**config.mk**
```make
export PLATFORM = sky130hd
export DESIGN_NAME = washer_key_conditioner
export DESIGN_NICKNAME = d
export VERILOG_FILES = /design/src/rtl/washer_key_conditioner.sv
export SDC_FILE = /design/constraint.sdc
export NUM_CORES = 1
export LEC_CHECK = 0
export CORE_MARGIN = 5
export CORE_UTILIZATION = 40
export CTS_CLUSTER_DIAMETER = 200
export DETAILED_ROUTE_END_ITERATION = 16
export HOLD_SLACK_MARGIN = 0.08
export PLACE_DENSITY = 0.61
export SYNTH_ARGS = -nofsm -noshare
export SYNTH_HDL_FRONTEND = slang
export SYNTH_HIERARCHICAL = 1
export SYNTH_SLANG_ARGS = --single-unit
```
**constraint.sdc**
```tcl
create_clock -name CLK -period 1.9 [get_ports CLK]
set_input_delay 0.285 -clock CLK [delete_from_list [all_inputs] [get_ports CLK]]
set_output_delay 0.285 -clock CLK [all_outputs]
set_load 0.02 [all_outputs]
```
**src/rtl/washer_key_conditioner.sv**
```systemverilog
// Front-panel key conditioner: synchronises and debounces four raw push-buttons and
// turns them into the washer's POWER level, gated command pulses and a long-press STOP.

module washer_key_debounce #(
    parameter int DEB_CYCLES = 20
) (
    input  logic CLK,
    input  logic RST,
    input  logic key_raw,
    output logic key_stable
);
    localparam int CW = (DEB_CYCLES > 1) ? $clog2(DEB_CYCLES) : 1;
    localparam logic [CW-1:0] CNT_LAST = CW'(DEB_CYCLES - 1);

    logic          sync1;
    logic          sync2;
    logic [CW-1:0] cnt;

    // NOTE: every register uses non-blocking assignment so all flops sample the same pre-edge values.
    always_ff @(posedge CLK or posedge RST) begin
        if (RST) begin
            sync1 <= 1'b0;
            sync2 <= 1'b0;
        end else begin
            sync1 <= key_raw;
            sync2 <= sync1;
        end
    end

    // Any cycle where the synchronised key agrees with the accepted level restarts the count.
    always_ff @(posedge CLK or posedge RST) begin
        if (RST) begin
            cnt        <= '0;
            key_stable <= 1'b0;
        end else if (sync2 == key_stable) begin
            cnt <= '0;
        end else if (cnt == CNT_LAST) begin
            key_stable <= sync2;
            cnt        <= '0;
        end else begin
            cnt <= cnt + 1'b1;
        end
    end
endmodule

module washer_key_conditioner #(
    parameter int DEB_CYCLES  = 20,
    parameter int LONG_CYCLES = 200
) (
    input  logic       CLK,
    input  logic       RST,
    input  logic       KEY_POWER,
    input  logic       KEY_STOP,
    input  logic       KEY_SET_M,
    input  logic       KEY_SET_W,
    output logic       POWER,
    output logic       STOP,
    output logic       SET_M,
    output logic       SET_W,
    output logic       LONG_STOP,
    output logic [3:0] KEY_STATE
);
    localparam int HW = $clog2(LONG_CYCLES + 1);
    localparam logic [HW-1:0] HOLD_MAX  = HW'(LONG_CYCLES);
    localparam logic [HW-1:0] HOLD_LAST = HW'(LONG_CYCLES - 1);

    logic [3:0]    key_raw;
    logic [3:0]    stable;
    logic [3:0]    stable_d;
    logic [3:0]    press;
    logic [HW-1:0] hold_cnt;
    logic          long_hit;

    assign key_raw = {KEY_SET_W, KEY_SET_M, KEY_STOP, KEY_POWER};

    for (genvar k = 0; k < 4; k++) begin : g_key
        washer_key_debounce #(
            .DEB_CYCLES(DEB_CYCLES)
        ) u_deb (
            .CLK       (CLK),
            .RST       (RST),
            .key_raw   (key_raw[k]),
            .key_stable(stable[k])
        );
    end

    always_ff @(posedge CLK or posedge RST) begin
        if (RST) begin
            stable_d <= '0;
        end else begin
            stable_d <= stable;
        end
    end

    assign press     = stable & ~stable_d;
    assign KEY_STATE = stable;

    // Hold counter only advances while powered, so an emergency-off fires at most once per press.
    assign long_hit = stable[1] && POWER && (hold_cnt == HOLD_LAST);

    always_ff @(posedge CLK or posedge RST) begin
        if (RST) begin
            hold_cnt <= '0;
        end else if (!stable[1]) begin
            hold_cnt <= '0;
        end else if (POWER && (hold_cnt != HOLD_MAX)) begin
            hold_cnt <= hold_cnt + 1'b1;
        end
    end

    // Gating reads POWER before this edge's toggle; emergency-off wins over a POWER press.
    always_ff @(posedge CLK or posedge RST) begin
        if (RST) begin
            POWER     <= 1'b0;
            STOP      <= 1'b0;
            SET_M     <= 1'b0;
            SET_W     <= 1'b0;
            LONG_STOP <= 1'b0;
        end else begin
            STOP      <= press[1] & POWER;
            SET_M     <= press[2] & POWER;
            SET_W     <= press[3] & POWER;
            LONG_STOP <= long_hit;
            if (long_hit) begin
                POWER <= 1'b0;
            end else if (press[0]) begin
                POWER <= ~POWER;
            end
        end
    end
endmodule

```
==> run_results.csv <==
group,metric,value,unit
worst_setup_path,crit_buf_inv,1,
yosys,async_reset_ff_frac,1.000,
yosys,syn_nets,178,
route,wl_met2,1.698,mm
clock_network,cts_tree,"done",
worst_setup_path,crit_arrival,1.50,ns
power,max-vdd-ir-drop,0.4636,mV
timing,finalSetupViolCount,0,
global_routing,grt_antenna_before_repair,0,
clock_network,clock_sinks,49,
timing,timing.fmax,560.7,MHz
floorplan,boundaryPins,15,
layout,nets,199,
global_routing,grt_max_degree,17,
worst_setup_path,cpMaxStageDelayCell,"clkdlybuf4s50_1",
timing,finalCritPeriodShare,0.9386,
route,firstDrtPassIters,4,
worst_setup_path,cpPeakStageDelay,0.67,ns
placement,port-buffer-count,14,
global_routing,globalRouteOverflowTotal,0,
floorplan,initial_core_util,0.4062,
route,ant_nets,0,
timing,period_minus_slack,1.783,ns
worst_setup_path,crit_path_end_kind,"output pin",
route,drtIter0Drc,32,
route,drc_errors,0,
floorplan,core-area,0.005042,mm2
placement,pre_cts_ws,0.4240,ns
outcome,status,"finished, final reports clean",
flow_run,maxCapViolations,0,
floorplan,dieArea,0.006651,mm2
route,wl_met3,162,um
power,p_per_area,743.5,mW/mm2
floorplan,die_h,81.56,um
timing,fin_tns_setup,0,ns
placement,post_dp_cell_area,0.002275,mm2
yosys,yosysWarningCount,6,
worst_hold_path,hold_path.class,"input pin to asynchronous set/reset pin",
timing,clock_skew,0.004268,ns
floorplan,fp.dieW,81.56,um
yosys,synth-edff-count,0,
layout,drive_gt1_frac,0.1330,
worst_setup_path,critPathLaunchType,"flip-flop",
worst_setup_path,cp.required,1.62,ns
layout,nFillCells,460,
layout,area_delta_synth_final,15.09,%
clock_network,cts_setup_buffers,0,
clock_network,clkSlewWorstSetupHoldPaths,0.09,ns
worst_setup_path,cp_top_family,"buffers and inverters",
yosys,synth_cells,166,
clock_network,clk_latency,0.29,ns
worst_setup_path,critPathKind,"flip-flop to output pin",
floorplan,rows,26,
clock_network,cts_buffer_depth,2,
timing,rsz0062_at_grt,"false",
route,wl_met1,1.534,mm
worst_setup_path,cp_max_fo,11,
clock_network,root_buffer,"clkbuf_8",
route,num_vias,1244,
route,viasPerCell,4.822,
placement,routabilityCongestion,0.7096,
clock_network,numCtsBuffers,5,
clock_network,holdBufCountCts,0,
layout,finalInstanceArea,0.002357,mm2
yosys,ys_ff_latch,49,
placement,dp_hpwl,2.577,mm
timing,worst_slew_pin_slew,0.3272,ns
timing,setup_slack,0.1166,ns
layout,antennaDiodeCount,0,
timing,finalHoldViolCount,0,
global_routing,grt_pass1_wl,5.934,mm
global_routing,first_global_vias,1323,
route,highest_layer,"met4",
clock_network,htree_levels,2,
yosys,synth-seq-area-share,0.5987,
power,p_leak,1.065,nW
yosys,netlist_area,0.002048,mm2
route,routedWlPerCell,13.36,um
global_routing,grt_usage,0.1188,
yosys,synth_cell_types,30,
timing,slew_violations,0,
clock_network,cts-resized-gates,0,
worst_setup_path,path_cells,"clkdlybuf4s50_1",
route,routed_wl,3.446,mm
yosys,synth_area_per_cell,12.34,um2
timing,timing.slew.headroom,0.7816,
yosys,synthFlopType,"dfrtp_1",
==> report_power, final <==
part / total [W] / switching, W / internal [W]
Clock: 0.000577 / 0.000321 / 0.000256
Sequential: 0.00110 / 0.0000250 / 0.00107
Combinational: 0.0000799 / 0.0000452 / 0.0000347
==> worst reg2reg max path, stage by stage (launching register included) <==
cell and delay [ns]:
dfrtp_1 0.53, nand4_2 0.20, or4_1 0.53, a21oi_1 0.16
==> sequential cells by signal, summed over array words and instances, names as in the netlist <==
register and count:
LONG_STOP 1, POWER 1, SET_M 1, SET_W 1, STOP 1, g_key.u_deb/cnt 20
g_key.u_deb/key_stable 4, g_key.u_deb/sync1 4, g_key.u_deb/sync2 4, hold_cnt 8, stable_d 4
==> final cells by class <==
type / instances / area (um2) / area share
well taps: 70 / 87.58 / 0.03716
inverters: 9 / 33.78 / 0.01433
multi-input cells: 106 / 772.0 / 0.3275
repair buffers: 16 / 155.1 / 0.06582
clock buffers: 6 / 72.57 / 0.03079
flip-flops and latches: 49 / 1226 / 0.5202
clock inverters: 2 / 10.01 / 0.004246
==> layer usage <==
layer / vias up / track usage
met2: 24 / 0.1938
met1: 617 / 0.1462
met4: 0 / 0.04054
met5: - / 0
met3: 6 / 0.04167
li1: 597 / -
==> final timing paths <==
| kind | endpoint | startpoint | cells past startpoint | slack [ns] |
|---|---|---|---|---|
| max reg2reg | hold_cnt[7]$_DFFE_PP0P_ | POWER$_DFFE_PP0P_ | 3 | 0.40 |
| min in group CLK | g_key[3].u_deb/sync2$_DFF_PP0_ | g_key[3].u_deb/sync1$_DFF_PP0_ | 0 | 0.35 |
| min | stable_d[0]$_DFF_PP0_ | RST | 2 | 0.25 |
| max in group asynchronous | STOP$_DFF_PP0_ | RST | 3 | 1.26 |
| max | POWER | POWER$_DFFE_PP0P_ | 1 | 0.12 |
| min reg2reg | g_key[3].u_deb/sync2$_DFF_PP0_ | g_key[3].u_deb/sync1$_DFF_PP0_ | 0 | 0.35 |
==> placed cells by master, fill, tap and decap left out, drive strengths merged <==
cell type and n:
a21oi 3, and2 8, and3b 2, buf 2, clkbuf 6, clkdlybuf4s50 14, clkinv 2, dfrtp 49
ha 6, inv 9, mux2 4, mux2i 2, nand2 13, nand2b 1, nand3 8, nand3b 1
nand4 3, nand4bb 1, nor2 14, nor3 7, nor3b 1, o21ai 3, o311ai 1, o31a 1
o31ai 5, or3 2, or4 1, xnor2 8, xor2 11
==> stage by stage <==
stage / util / std cells / hold WS [ns] / total power, W
5_1_grt: 0.4675 / 258 / 0.2607 / 0.001838
4_1_cts: 0.4675 / 258 / 0.2336 / 0.001782
6_report: 0.4675 / 258 / 0.2525 / 0.001753
2_1_floorplan: - / 166 / 0.1007 / 0.001165
3_3_place_gp: 0.4511 / 250 / 0.3347 / 0.001191
3_5_place_dp: 0.4511 / 250 / 0.3347 / 0.001199
==> cells in the mapped netlist, types with 4 or more instances <==
master	instances	area [um2]
and2_1	8	50.05
dfrtp_1	49	1226
ha_1	6	75.07
inv_1	9	33.78
mux2_4	4	60.06
nand2_1	13	48.80
nand3_1	8	40.04
nor2_1	14	52.55
nor3_2	4	40.04
o31ai_2	4	50.05
xnor2_1	8	70.07
xor2_1	11	96.34
==> cells by family (layout without fill, tap and decap cells) <==
family,count (synthesis),after routing,synth area share
muxes,6,6,0.03910
DFF,49,49,0.5987
AOI/OAI and AO/OA,13,13,0.05192
xor gates and xnor gates,19,19,0.08125
buffers and inverters,11,33,0.02443
and+or+nand+nor,62,62,0.1680
adders and majority gates,6,6,0.03665
Note: power is estimated with default switching activity, not from simulation.
